$ cat config.mk
export PLATFORM = sky130hd
export DESIGN_NAME = uart_transmit_flat
export DESIGN_NICKNAME = d
export VERILOG_FILES = /design/src/rtl/uart_transmit_if.sv /design/src/rtl/uart_transmit.sv /design/src/flat_wrapper.sv
export SDC_FILE = /design/constraint.sdc
export NUM_CORES = 1
export LEC_CHECK = 0
export CORE_UTILIZATION = 64
export DETAILED_ROUTE_END_ITERATION = 8
export GPL_TIMING_DRIVEN = 0
export PLACE_DENSITY = 0.84
export SYNTH_ARGS = -nofsm -noshare
export SYNTH_HDL_FRONTEND = slang
export SYNTH_SLANG_ARGS = --single-unit
$ cat constraint.sdc
create_clock -name clock -period 6.1 [get_ports clock]
set_clock_uncertainty 0.15 [all_clocks]
set_input_delay 1.22 -clock clock [delete_from_list [all_inputs] [get_ports clock]]
set_output_delay 1.22 -clock clock [all_outputs]
set_load 0.02 [all_outputs]
$ cat src/rtl/uart_transmit_if.sv
// Byte-push handshake and serial line status between the control logic and uart_transmit.
interface uart_transmit_if;
    logic [7:0] txdata;
    logic       txvalid;
    logic       txready;
    logic       tx;
    logic       txbusy;

    // Producer side: offers bytes and observes the line.
    modport master (
        output txdata,
        output txvalid,
        input  txready,
        input  tx,
        input  txbusy
    );

    // Transmitter side.
    modport slave (
        input  txdata,
        input  txvalid,
        output txready,
        output tx,
        output txbusy
    );
endinterface

$ cat src/rtl/uart_transmit.sv
// UART transmitter: byte FIFO feeding an 8N1 serialiser with a fixed clocks-per-bit timer.
// Optional feature macro: UART_TX_PARITY_EN inserts a parity bit after data bit 7
// (even parity unless PARITY_ODD is 1). Without it, PARITY_ODD has no effect.
module uart_transmit #(
    parameter int unsigned CLOCKS_PER_BIT = 5208,
    parameter int unsigned FIFO_DEPTH     = 4,
    parameter int unsigned STOP_BITS      = 1,
    parameter int unsigned PARITY_ODD     = 0
) (
    input  logic           clock,
    input  logic           reset,
    uart_transmit_if.slave bus
);
    localparam int unsigned CNT_W = $clog2(CLOCKS_PER_BIT);
    localparam int unsigned PTR_W = $clog2(FIFO_DEPTH);
    localparam logic [CNT_W-1:0] CNT_LOAD = CNT_W'(CLOCKS_PER_BIT - 1);

`ifdef UART_TX_PARITY_EN
    typedef enum logic [2:0] {IDLE, START, DATA, PARITY, STOP} state_t;
`else
    typedef enum logic [1:0] {IDLE, START, DATA, STOP} state_t;
`endif

    logic [7:0]       fifo_mem [FIFO_DEPTH];
    logic [PTR_W-1:0] wr_ptr;
    logic [PTR_W-1:0] rd_ptr;
    logic [PTR_W:0]   fifo_count;
    logic             fifo_full_c;
    logic             fifo_nonempty_c;
    logic [7:0]       fifo_head_c;
    logic             push_c;
    logic             pop_c;
    logic             bit_done_c;
    logic             last_stop_c;

    state_t           state;
    logic [CNT_W-1:0] clk_cnt;
    logic [2:0]       bit_idx;
    logic [7:0]       shreg;
    logic             tx_q;
`ifdef UART_TX_PARITY_EN
    logic             parity_q;
`else
    logic             unused_parity_odd;
    assign unused_parity_odd = 1'(PARITY_ODD);
`endif

    // Handshake and status derived from registered state; a same-cycle pop never frees space.
    assign fifo_full_c     = (fifo_count == (PTR_W + 1)'(FIFO_DEPTH));
    assign fifo_nonempty_c = (fifo_count != '0);
    assign fifo_head_c     = fifo_mem[rd_ptr];
    assign push_c          = bus.txvalid & ~fifo_full_c;
    assign bit_done_c      = (clk_cnt == '0);
    assign last_stop_c     = (bit_idx == 3'(STOP_BITS - 1));

    assign bus.txready = ~fifo_full_c;
    assign bus.tx      = tx_q;
    assign bus.txbusy  = (state != IDLE) | fifo_nonempty_c;

    // Pop when idle, or on the final stop-bit cycle so frames run back to back.
    always_comb begin
        pop_c = 1'b0;
        case (state)
            IDLE:    pop_c = fifo_nonempty_c;
            STOP:    pop_c = bit_done_c & last_stop_c & fifo_nonempty_c;
            default: pop_c = 1'b0;
        endcase
    end

    // FIFO storage; the byte is captured only at the push edge.
    always_ff @(posedge clock) begin
        if (push_c) begin
            fifo_mem[wr_ptr] <= bus.txdata;
        end
    end

    // FIFO pointers and occupancy; pointers wrap naturally at the power-of-two depth.
    always_ff @(posedge clock or posedge reset) begin
        if (reset) begin
            wr_ptr     <= '0;
            rd_ptr     <= '0;
            fifo_count <= '0;
        end else begin
            if (push_c) begin
                wr_ptr <= wr_ptr + PTR_W'(1);
            end
            if (pop_c) begin
                rd_ptr <= rd_ptr + PTR_W'(1);
            end
            case ({push_c, pop_c})
                2'b10:   fifo_count <= fifo_count + (PTR_W + 1)'(1);
                2'b01:   fifo_count <= fifo_count - (PTR_W + 1)'(1);
                default: fifo_count <= fifo_count;
            endcase
        end
    end

    // Frame sequencer: start, data LSB first, optional parity, stop bit(s).
    always_ff @(posedge clock or posedge reset) begin
        if (reset) begin
            state    <= IDLE;
            tx_q     <= 1'b1;
            clk_cnt  <= '0;
            bit_idx  <= '0;
            shreg    <= '0;
`ifdef UART_TX_PARITY_EN
            parity_q <= 1'b0;
`endif
        end else begin
            case (state)
                IDLE: begin
                    tx_q <= 1'b1;
                    if (pop_c) begin
                        shreg    <= fifo_head_c;
`ifdef UART_TX_PARITY_EN
                        parity_q <= (^fifo_head_c) ^ 1'(PARITY_ODD);
`endif
                        tx_q     <= 1'b0;
                        clk_cnt  <= CNT_LOAD;
                        state    <= START;
                    end
                end
                START: begin
                    if (bit_done_c) begin
                        tx_q    <= shreg[0];
                        bit_idx <= '0;
                        clk_cnt <= CNT_LOAD;
                        state   <= DATA;
                    end else begin
                        clk_cnt <= clk_cnt - CNT_W'(1);
                    end
                end
                DATA: begin
                    if (bit_done_c) begin
                        clk_cnt <= CNT_LOAD;
                        if (bit_idx == 3'd7) begin
                            bit_idx <= '0;
`ifdef UART_TX_PARITY_EN
                            tx_q    <= parity_q;
                            state   <= PARITY;
`else
                            tx_q    <= 1'b1;
                            state   <= STOP;
`endif
                        end else begin
                            bit_idx <= bit_idx + 3'd1;
                            shreg   <= shreg >> 1;
                            tx_q    <= shreg[1];
                        end
                    end else begin
                        clk_cnt <= clk_cnt - CNT_W'(1);
                    end
                end
`ifdef UART_TX_PARITY_EN
                PARITY: begin
                    if (bit_done_c) begin
                        tx_q    <= 1'b1;
                        bit_idx <= '0;
                        clk_cnt <= CNT_LOAD;
                        state   <= STOP;
                    end else begin
                        clk_cnt <= clk_cnt - CNT_W'(1);
                    end
                end
`endif
                STOP: begin
                    if (bit_done_c) begin
                        clk_cnt <= CNT_LOAD;
                        if (last_stop_c) begin
                            bit_idx <= '0;
                            if (pop_c) begin
                                shreg    <= fifo_head_c;
`ifdef UART_TX_PARITY_EN
                                parity_q <= (^fifo_head_c) ^ 1'(PARITY_ODD);
`endif
                                tx_q     <= 1'b0;
                                state    <= START;
                            end else begin
                                tx_q  <= 1'b1;
                                state <= IDLE;
                            end
                        end else begin
                            bit_idx <= bit_idx + 3'd1;
                        end
                    end else begin
                        clk_cnt <= clk_cnt - CNT_W'(1);
                    end
                end
                default: begin
                    tx_q  <= 1'b1;
                    state <= IDLE;
                end
            endcase
        end
    end
endmodule

$ cat src/flat_wrapper.sv
// flat-port wrapper written by rule: the top's interface ports become plain ports
module uart_transmit_flat 
#(
    parameter int unsigned CLOCKS_PER_BIT = 5208,
    parameter int unsigned FIFO_DEPTH     = 4,
    parameter int unsigned STOP_BITS      = 1,
    parameter int unsigned PARITY_ODD     = 0
)
  (clock, reset, bus_txdata, bus_txvalid, bus_txready, bus_tx, bus_txbusy);
  uart_transmit_if bus_i ();
  input  logic clock;
  input  logic reset;
  input wire logic [$bits(bus_i.txdata)-1:0] bus_txdata;
  input wire logic [$bits(bus_i.txvalid)-1:0] bus_txvalid;
  output wire logic [$bits(bus_i.txready)-1:0] bus_txready;
  output wire logic [$bits(bus_i.tx)-1:0] bus_tx;
  output wire logic [$bits(bus_i.txbusy)-1:0] bus_txbusy;
  assign bus_i.txdata = bus_txdata;
  assign bus_i.txvalid = bus_txvalid;
  assign bus_txready = bus_i.txready;
  assign bus_tx = bus_i.tx;
  assign bus_txbusy = bus_i.txbusy;
  uart_transmit #(.CLOCKS_PER_BIT(CLOCKS_PER_BIT), .FIFO_DEPTH(FIFO_DEPTH), .STOP_BITS(STOP_BITS), .PARITY_ODD(PARITY_ODD)) u_core (.clock(clock), .reset(reset), .bus(bus_i));
endmodule
==> results.txt, run 1 <==
The run finished with clean final reports. The max-slew headroom at the worst pin is 36.2%. The number of failing setup endpoints in the final timing report came out at 0. The aggregate negative setup slack came out at 0 ps. The tree built by TritonCTS fans out to 66 sinks. The global routing stage identified its most utilized layer as met2. The mean routed wirelength per cell is 17.2 um.

The total count of hold-check failures in the final report came out at 0. Timing would allow up to 232 MHz. The maximum cell stage delay along the critical path is 810 ps.

VDD sags by at most 0.426 mV. Relative to the synthesized area, the layout overhead comes to 13.5%. The number of flops mapped to enable cells by yosys is 32. For this design, the slowest cell found on the critical path is sky130_fd_sc_hd__nor4b_1. For the pin with the worst max-slew slack, the measured transition is 943 ps. Once detail routing completed, the nets flagged for antenna violations numbered 0. The number of primary I/O pins is 14. The endpoint class of the critical path is an output pin. Power spread over the standard cell area amounts to 490 nW/um2. The total of max-cap violations came out at 0. The ratio of routed vias to standard cells is 5.91. The cell sitting at the root of the clock tree is a sky130_fd_sc_hd__clkbuf_8. The combined global-route utilization of all metal layers is 25.0%. In the synthesized netlist the async set-or-reset flop fraction comes to 51.5%.

By area the synthesized netlist is led by sky130_fd_sc_hd__edfxtp_1 30%, sky130_fd_sc_hd__dfrtp_1 26%, sky130_fd_sc_hd__mux2_2 6.1%. The H-tree was split into 3 levels. The leakage dissipation came out at 1.35 nW.

The dominant register cell in the synthesized netlist is sky130_fd_sc_hd__dfrtp_1. The distinct cell type count after synthesis came out at 49. Setup repair after global routing left no endpoint under its margin. The hold buffer count at CTS is 0. The number of nets handed over by synthesis was 259. The floorplan step defined a die boundary enclosing 5210 um2.

Before antenna repair, the detailed router went through 4 iterations. The clock network latency to the later pin of the worst-skew pair came out at 340 ps. The total core area is 4720 um2. In the synthesized netlist, the cells that appear most often are 33 x sky130_fd_sc_hd__dfrtp_1, 32 x sky130_fd_sc_hd__edfxtp_1, 17 x sky130_fd_sc_hd__mux2_2. Buffers placed on the I/O ports in this run total 13.

The most common cell type on the critical path is sky130_fd_sc_hd__inv_1. The met3 capacity usage during global routing is 6.94%. The TritonCTS clock tree is yes. Hold timing on the final database bottoms out at a slack of 357 ps.

The data arrival time at the worst-slack endpoint is 2950 ps. The number of warnings issued by yosys is 0. The final core utilization came out at 75.7%. The worst setup path is launched from a register. The clock passes through at most 2 buffers.

For this block, the routed nets add up to 5670 um of wire. The post-CTS setup buffer count is 0. The signal on the critical path passes through inv_1, ha_1, nor4b_1, inv_1, clkdlybuf4s50_1. The first-pass GRT wire length came out at 9440 um. The via count of the first global-routing pass came out at 1941. After filler insertion, the fill cell instance count of the layout stands at 287. The met2 usage is 38.4%. The shortest clock period the worst path allows after layout is 4320 ps.

The number of DRC markers in iteration 0 came out at 201. Global routing consumed, on the met1 layer, 33.1% of the routing resources. The final critical-path share of the clock period is 70.8%. The area of combinational cells with multiple inputs came out at 1270 um2. The synthesized design devotes to its leading area cell type 30.5% of total area. Synthesis handed over a netlist of 233 instances. At the end of the flow, the number of nets in the layout was 283. The initial antenna violation count is 0. Post-CTS repair changed the size of 0 cells. The average instance area after synthesis is 13.5 um2. The sequential element share of the synthesized area is 57.5%. The setup slack on the worst flop-to-flop path is 2850 ps. The last weighted congestion value of the routability-driven placer came out at 0.793. The total number of vias is 1946. After detailed routing, the number of remaining DRC violations is 0. The floorplan step set the die height to 72.2 um. The final number of max-transition violations is 0. The post-detailed-placement half-perimeter wirelength came out at 3830 um. The path class of the lowest-slack min-delay path is register to register.

The number of cells in the design after placement is 313. The worst setup path is of the register to output pin kind. The initial cell density of the core is 66.8%. The biggest fanout along the worst timing path came out at 8. The final instance count without filler cells is 329. The cell accounting for the most synthesized area is sky130_fd_sc_hd__edfxtp_1.

The share of post-route cells with drive strength above 1 came out at 17.9%. The number of antenna cells inserted is 0. The final global-route overflow total is 0. After clock tree synthesis, the clock-pin slew on the worst setup and hold paths is 70 ps. Counting the buffers created by CTS gives 9. The cell area that synthesis handed to floorplanning was 3150 um2.

The pin count of the biggest net entering global routing came out at 35. The required time of the worst setup path is 4730 ps. The most common cell in the synthesized netlist is sky130_fd_sc_hd__dfrtp_1. The count of standard-cell rows is 25. The register bit count reported by yosys is 66.

The completed layout was analyzed and its total power is 1.75 mW. The floorplan step set the die width to 72.2 um. The area taken by flip-flops and latches came out at 1810 um2.
[per-stage QoR]
step	area, um2	worst slack (ps)
5_1_grt	3580	1620
2_1_floorplan	3150	3120
6_report	3580	1780
3_5_place_dp	3370	2160
3_3_place_gp	3370	2200
4_1_cts	3580	1780
[area by class of cell]
| type | instances | area share (%) |
|---|---|---|
| flip-flops and latches | 66 | 50.7 |
| multi-input cells | 149 | 35.5 |
| clock buffers | 11 | 3.67 |
| repair buffers | 13 | 3.64 |
| well taps | 67 | 2.34 |
| clock inverters | 5 | 2.20 |
| inverters | 12 | 1.26 |
| plain buffers | 6 | 0.700 |
[metal layers]
metal  up-vias  wire length [um]
met5         -                 0
met4         0                93
met3        11               231
met2        56              2770
met1       954              2570
li1        925                 -
[worst max-delay path, delay by kind of cell, from the launching register on]
kind,cells,cell delay (ps)
adders and majority gates,1,340
buffers and inverters,3,1030
DFF,1,430
and+or+nand+nor,1,810
[kinds of logic after synthesis]
| kind of cell | share of synthesized area (%) |
|---|---|
| AO/OA/AOI/OAI | 7.98 |
| XOR/XNOR | 3.33 |
| adder cells (fa/ha/maj) | 6.19 |
| buffers and inverters | 2.22 |
| flip-flops | 57.5 |
| multiplexers | 12.1 |
| AND/OR/NAND/NOR | 10.7 |
[flip-flops by register name (all words and copies together), names as in the netlist]
| signal | cells |
|---|---|
| u_core.wr_ptr | 2 |
| u_core.fifo_count | 3 |
| u_core.fifo_mem | 32 |
| u_core.shreg | 8 |
| u_core.clk_cnt | 13 |
| u_core.bus.tx | 1 |
| u_core.bit_idx | 3 |
| u_core.state | 2 |
| u_core.rd_ptr | 2 |
[power breakdown]
| group | total, mW | internal, mW | switching, mW |
|---|---|---|---|
| Clock | 0.393 | 0.229 | 0.164 |
| Sequential | 0.669 | 0.598 | 0.0708 |
| Combinational | 0.692 | 0.321 | 0.371 |
[cells in the final DEF, fill, tap and decap left out, drive strengths merged, types with 3 or more instances in the layout]
| cell type | n |
|---|---|
| nand3 | 5 |
| mux2 | 17 |
| xor2 | 6 |
| and3 | 5 |
| nor2 | 14 |
| o31ai | 3 |
| o21ai | 10 |
| or3 | 3 |
| dfrtp | 33 |
| or4 | 3 |
| inv | 12 |
| nor4 | 3 |
| a21oi | 6 |
| ha | 14 |
| clkdlybuf4s50 | 13 |
| clkbuf | 14 |
| buf | 3 |
| xnor2 | 6 |
| nand2 | 9 |
| edfxtp | 32 |
| and2 | 3 |
| mux4 | 8 |
| nor3 | 7 |
[path summary, 6_finish.rpt]
path / cells past startpoint / from / end
max: 5 / u_core.state[1] / bus_txbusy
min: 1 / u_core.shreg[4] / u_core.shreg[4]
max reg2reg: 8 / u_core.clk_cnt[0] / u_core.fifo_count[1]
min reg2reg: 1 / u_core.shreg[4] / u_core.shreg[4]
max in group asynchronous: 2 / reset / u_core.bit_idx[2]
min in group asynchronous: 2 / reset / u_core.wr_ptr[0]
Power figures use the tool's default switching activity.
==> run 2, diff against run 1 <==
Settings changed: CORE_UTILIZATION 64 to 60, PLACE_DENSITY 0.84 to 0.79.
Clock period 6.1 ns to 4.5 ns, I/O delays scaled along.
==> results.txt, run 2 (synthesized netlist as in run 1, its figures left out) <==
The run finished with clean final reports. The most numerous cell type found on the critical path is sky130_fd_sc_hd__inv_1. The actual transition at the worst max-transition pin is 1090 ps (+152 ps). The path class of the tightest hold or removal check is register to register.

The count of TritonRoute iterations in the first routing pass is 4 (unchanged). The combined global-route utilization of all metal layers is 22.8% (-2.2 points). The total wire length came out at 5550 um (-2.0%). The most flop-heavy register is u_core.fifo_mem. The number of antenna-violating nets in the routed design came out at 0 (unchanged). The count of nets after finishing is 283 (unchanged). The number of primary I/O pins is 14 (unchanged).

The number of failing setup endpoints in the final timing report came to 0 (unchanged). The biggest fanout along the worst timing path is 8 (unchanged). The pin count of the biggest net entering global routing was 35 (unchanged). The design area came to 3570 um2 (-0.28%).

The total of max-cap violations is 0 (unchanged). The number of H-tree levels came to 3 (unchanged). The instance area at placement is 3370 um2 (+0.11%). The minimum setup slack after placement came to 815 ps (-1350 ps). The total number of vias is 1947 (+0.051%). The power density over the cells was 652 nW/um2 (+33%). The required time of the worst setup path came out at 3450 ps (-1280 ps). Setup repair after global routing left no endpoint under its margin. STA classifies the critical path endpoint as an output pin.

The largest registers in the layout are u_core.fifo_mem x32, u_core.clk_cnt x13, u_core.shreg x8. The clock transition at the registers of the reported paths came out at 70 ps (about the same). The last weighted congestion value of the routability-driven placer is 0.797 (+0.49%).

Relative to the synthesized area, the layout overhead comes to 13.1%. The number of antenna cells inserted is 0 (unchanged). The total chip power is 2.33 mW (+33%).

The count of buffers from port buffering is 13 (unchanged). The final number of max-transition violations came out at 0 (unchanged). The critical path in this run is classified as register to output pin. The post-CTS setup buffer count was 0 (unchanged). The mean routed wirelength per cell is 16.7 um (-2.9%).

The share of post-route cells with drive strength above 1 is 18.7% (+0.76 points). The maximum number of buffers from clock root to sink is 2 (unchanged). The post-cts sizing count came out at 0 (unchanged).

The number of cells in the design after placement came out at 316 (+0.96%). The clock network latency to the later pin of the worst-skew pair came out at 340 ps (about the same). The total count of hold-check failures in the final report came out at 0 (unchanged). The initial antenna violation count is 0 (unchanged). The maximum cell stage delay along the critical path is 920 ps (+110 ps). The first-pass GRT wire length came out at 8980 um (-4.9%). The max-slew headroom at the worst pin came out at 26.0% (-10 points). The clock buffer count from CTS came to 9 (unchanged). The most common library cell in the layout ignoring fill and taps is sky130_fd_sc_hd__dfrtp_1.

The ratio of routed vias to standard cells is 5.86 (-0.85%). The clock root buffer is sky130_fd_sc_hd__clkbuf_8. The floorplan die width is 74.5 um (+3.2%). The data arrival time at the worst-slack endpoint came to 3100 ps (+150 ps).

The critical path goes through inv_1, ha_1, nor4b_1, inv_1, clkdlybuf4s50_1. The setup slack on the worst flop-to-flop path came out at 1340 ps (-1510 ps). The standard cell with the maximum stage delay on the critical path is sky130_fd_sc_hd__nor4b_1. The number of DRC markers in iteration 0 came to 135 (-33%). The die extent in y is 74.5 um (+3.2%). The maximum vdd ir drop is 0.447 mV (+4.9%). The shortest clock period the worst path allows after layout came out at 4150 ps. The count of standard-cell rows is 26 (+4.0%). The total DRC errors in the routed layout came out at 0 (unchanged). The final critical-path share of the clock period came out at 92.2%. The slack of the critical path is 351 ps (-1430 ps).

The final instance count without filler cells is 332 (+0.91%). TritonCTS built the clock tree. The fmax is 241 MHz. The flip-flop count of the largest register, all copies and words added came to 32 (unchanged).

The library cells used most frequently in the layout, excluding fill and tap cells, are 33 x sky130_fd_sc_hd__dfrtp_1, 32 x sky130_fd_sc_hd__edfxtp_1, 17 x sky130_fd_sc_hd__mux2_2. The post-detailed-placement half-perimeter wirelength came out at 3800 um (-0.74%). The leakage dissipation is 1.35 nW (-0.14%). The number of sinks driven by the clock tree came to 66 (unchanged). The via count of the first global-routing pass is 1866 (-3.9%). The initial cell density of the core came out at 62.1% (-4.6 points). The die area came to 5550 um2 (+6.5%). The final global-route overflow total came out at 0 (unchanged). The total core area came out at 5070 um2 (+7.4%). The nature of the critical path startpoint is a register. The hold buffer count at CTS is 0 (unchanged). The aggregate negative setup slack is 0 ps (unchanged).
==> run 2: cell types whose count changed in the layout (fill, tap and decap cells not counted) <==
cell                        before  now
sky130_fd_sc_hd__bufinv_16       2    1
sky130_fd_sc_hd__clkbuf_8        9   10
sky130_fd_sc_hd__clkinv_1        1    0
sky130_fd_sc_hd__clkinv_2        0    2
sky130_fd_sc_hd__clkbuf_1        5    4
==> run 2: power breakdown <==
group          internal (mW)  switching (mW)  leakage [nW]  total [mW]
Sequential             0.811          0.0941         0.696       0.905
Clock                  0.269           0.222        0.0953       0.491
Combinational          0.434           0.495         0.554       0.929
Total                   1.51           0.811          1.35        2.33
==> run 2: path summary, 6_finish.rpt <==
path	from	end	cells past startpoint
max in group asynchronous	reset	u_core.fifo_count[0]	2
hold / removal	u_core.bus.tx	u_core.bus.tx	2
min in group asynchronous	reset	u_core.rd_ptr[0]	2
hold reg to reg	u_core.bus.tx	u_core.bus.tx	2
setup / recovery	u_core.state[0]	bus_txbusy	5
setup reg to reg	u_core.clk_cnt[0]	u_core.fifo_count[1]	8
==> run 2: metrics by stage <==
| step | utilization [%] | hold WS (ps) |
|---|---|---|
| after global routing | 70.3 | 382 |
| final | 70.3 | 350 |
| after floorplan | - | 316 |
| after CTS | 70.3 | 357 |
| after global placement | 66.4 | 332 |
| after detailed placement | 66.4 | 339 |
==> run 2: critical path, delay by kind of cell, from the launching register on <==
family | cells | cell delay, ps
simple gates | 1 | 920
buf+inv | 3 | 1070
fa+ha+maj | 1 | 350
flops | 1 | 400
==> run 2: cell type report <==
type,count,area (um2)
Clock buffer,11,141
Multi-Input combinational cell,149,1270
Clock inverter,5,55.1
Inverter,12,45.0
Fill cell,360,1510
Tap cell,70,87.6
Sequential cell,66,1810
Timing Repair Buffer,13,130
Buffer,6,25.0
==> run 2: layer usage <==
metal  global-route usage [%]  vias to the layer above  wire length, um
li1                         -                      920                -
met1                     31.7                      966             2600
met5                        0                        -                0
met4                     9.85                        0               83
met2                     33.8                       51             2650
met3                     6.50                       10              224
==> run 3, diff against run 2 <==
Settings changed: CORE_UTILIZATION 60 to 64, PLACE_DENSITY 0.79 to 0.84.
Clock period 4.5 ns to 4.9 ns, I/O delays scaled along.
==> results of run 3 <==
The final DEF is identical to that of run 1. Status: finished, final reports clean.
Main changes from that run: setup slack after placement 2160 ps -> 1200 ps; setup slack after layout 1780 ps -> 822 ps; register-to-register setup slack 2850 ps -> 1650 ps; total power 1.75 mW -> 2.18 mW; worst IR drop on VDD 0.426 mV -> 0.530 mV
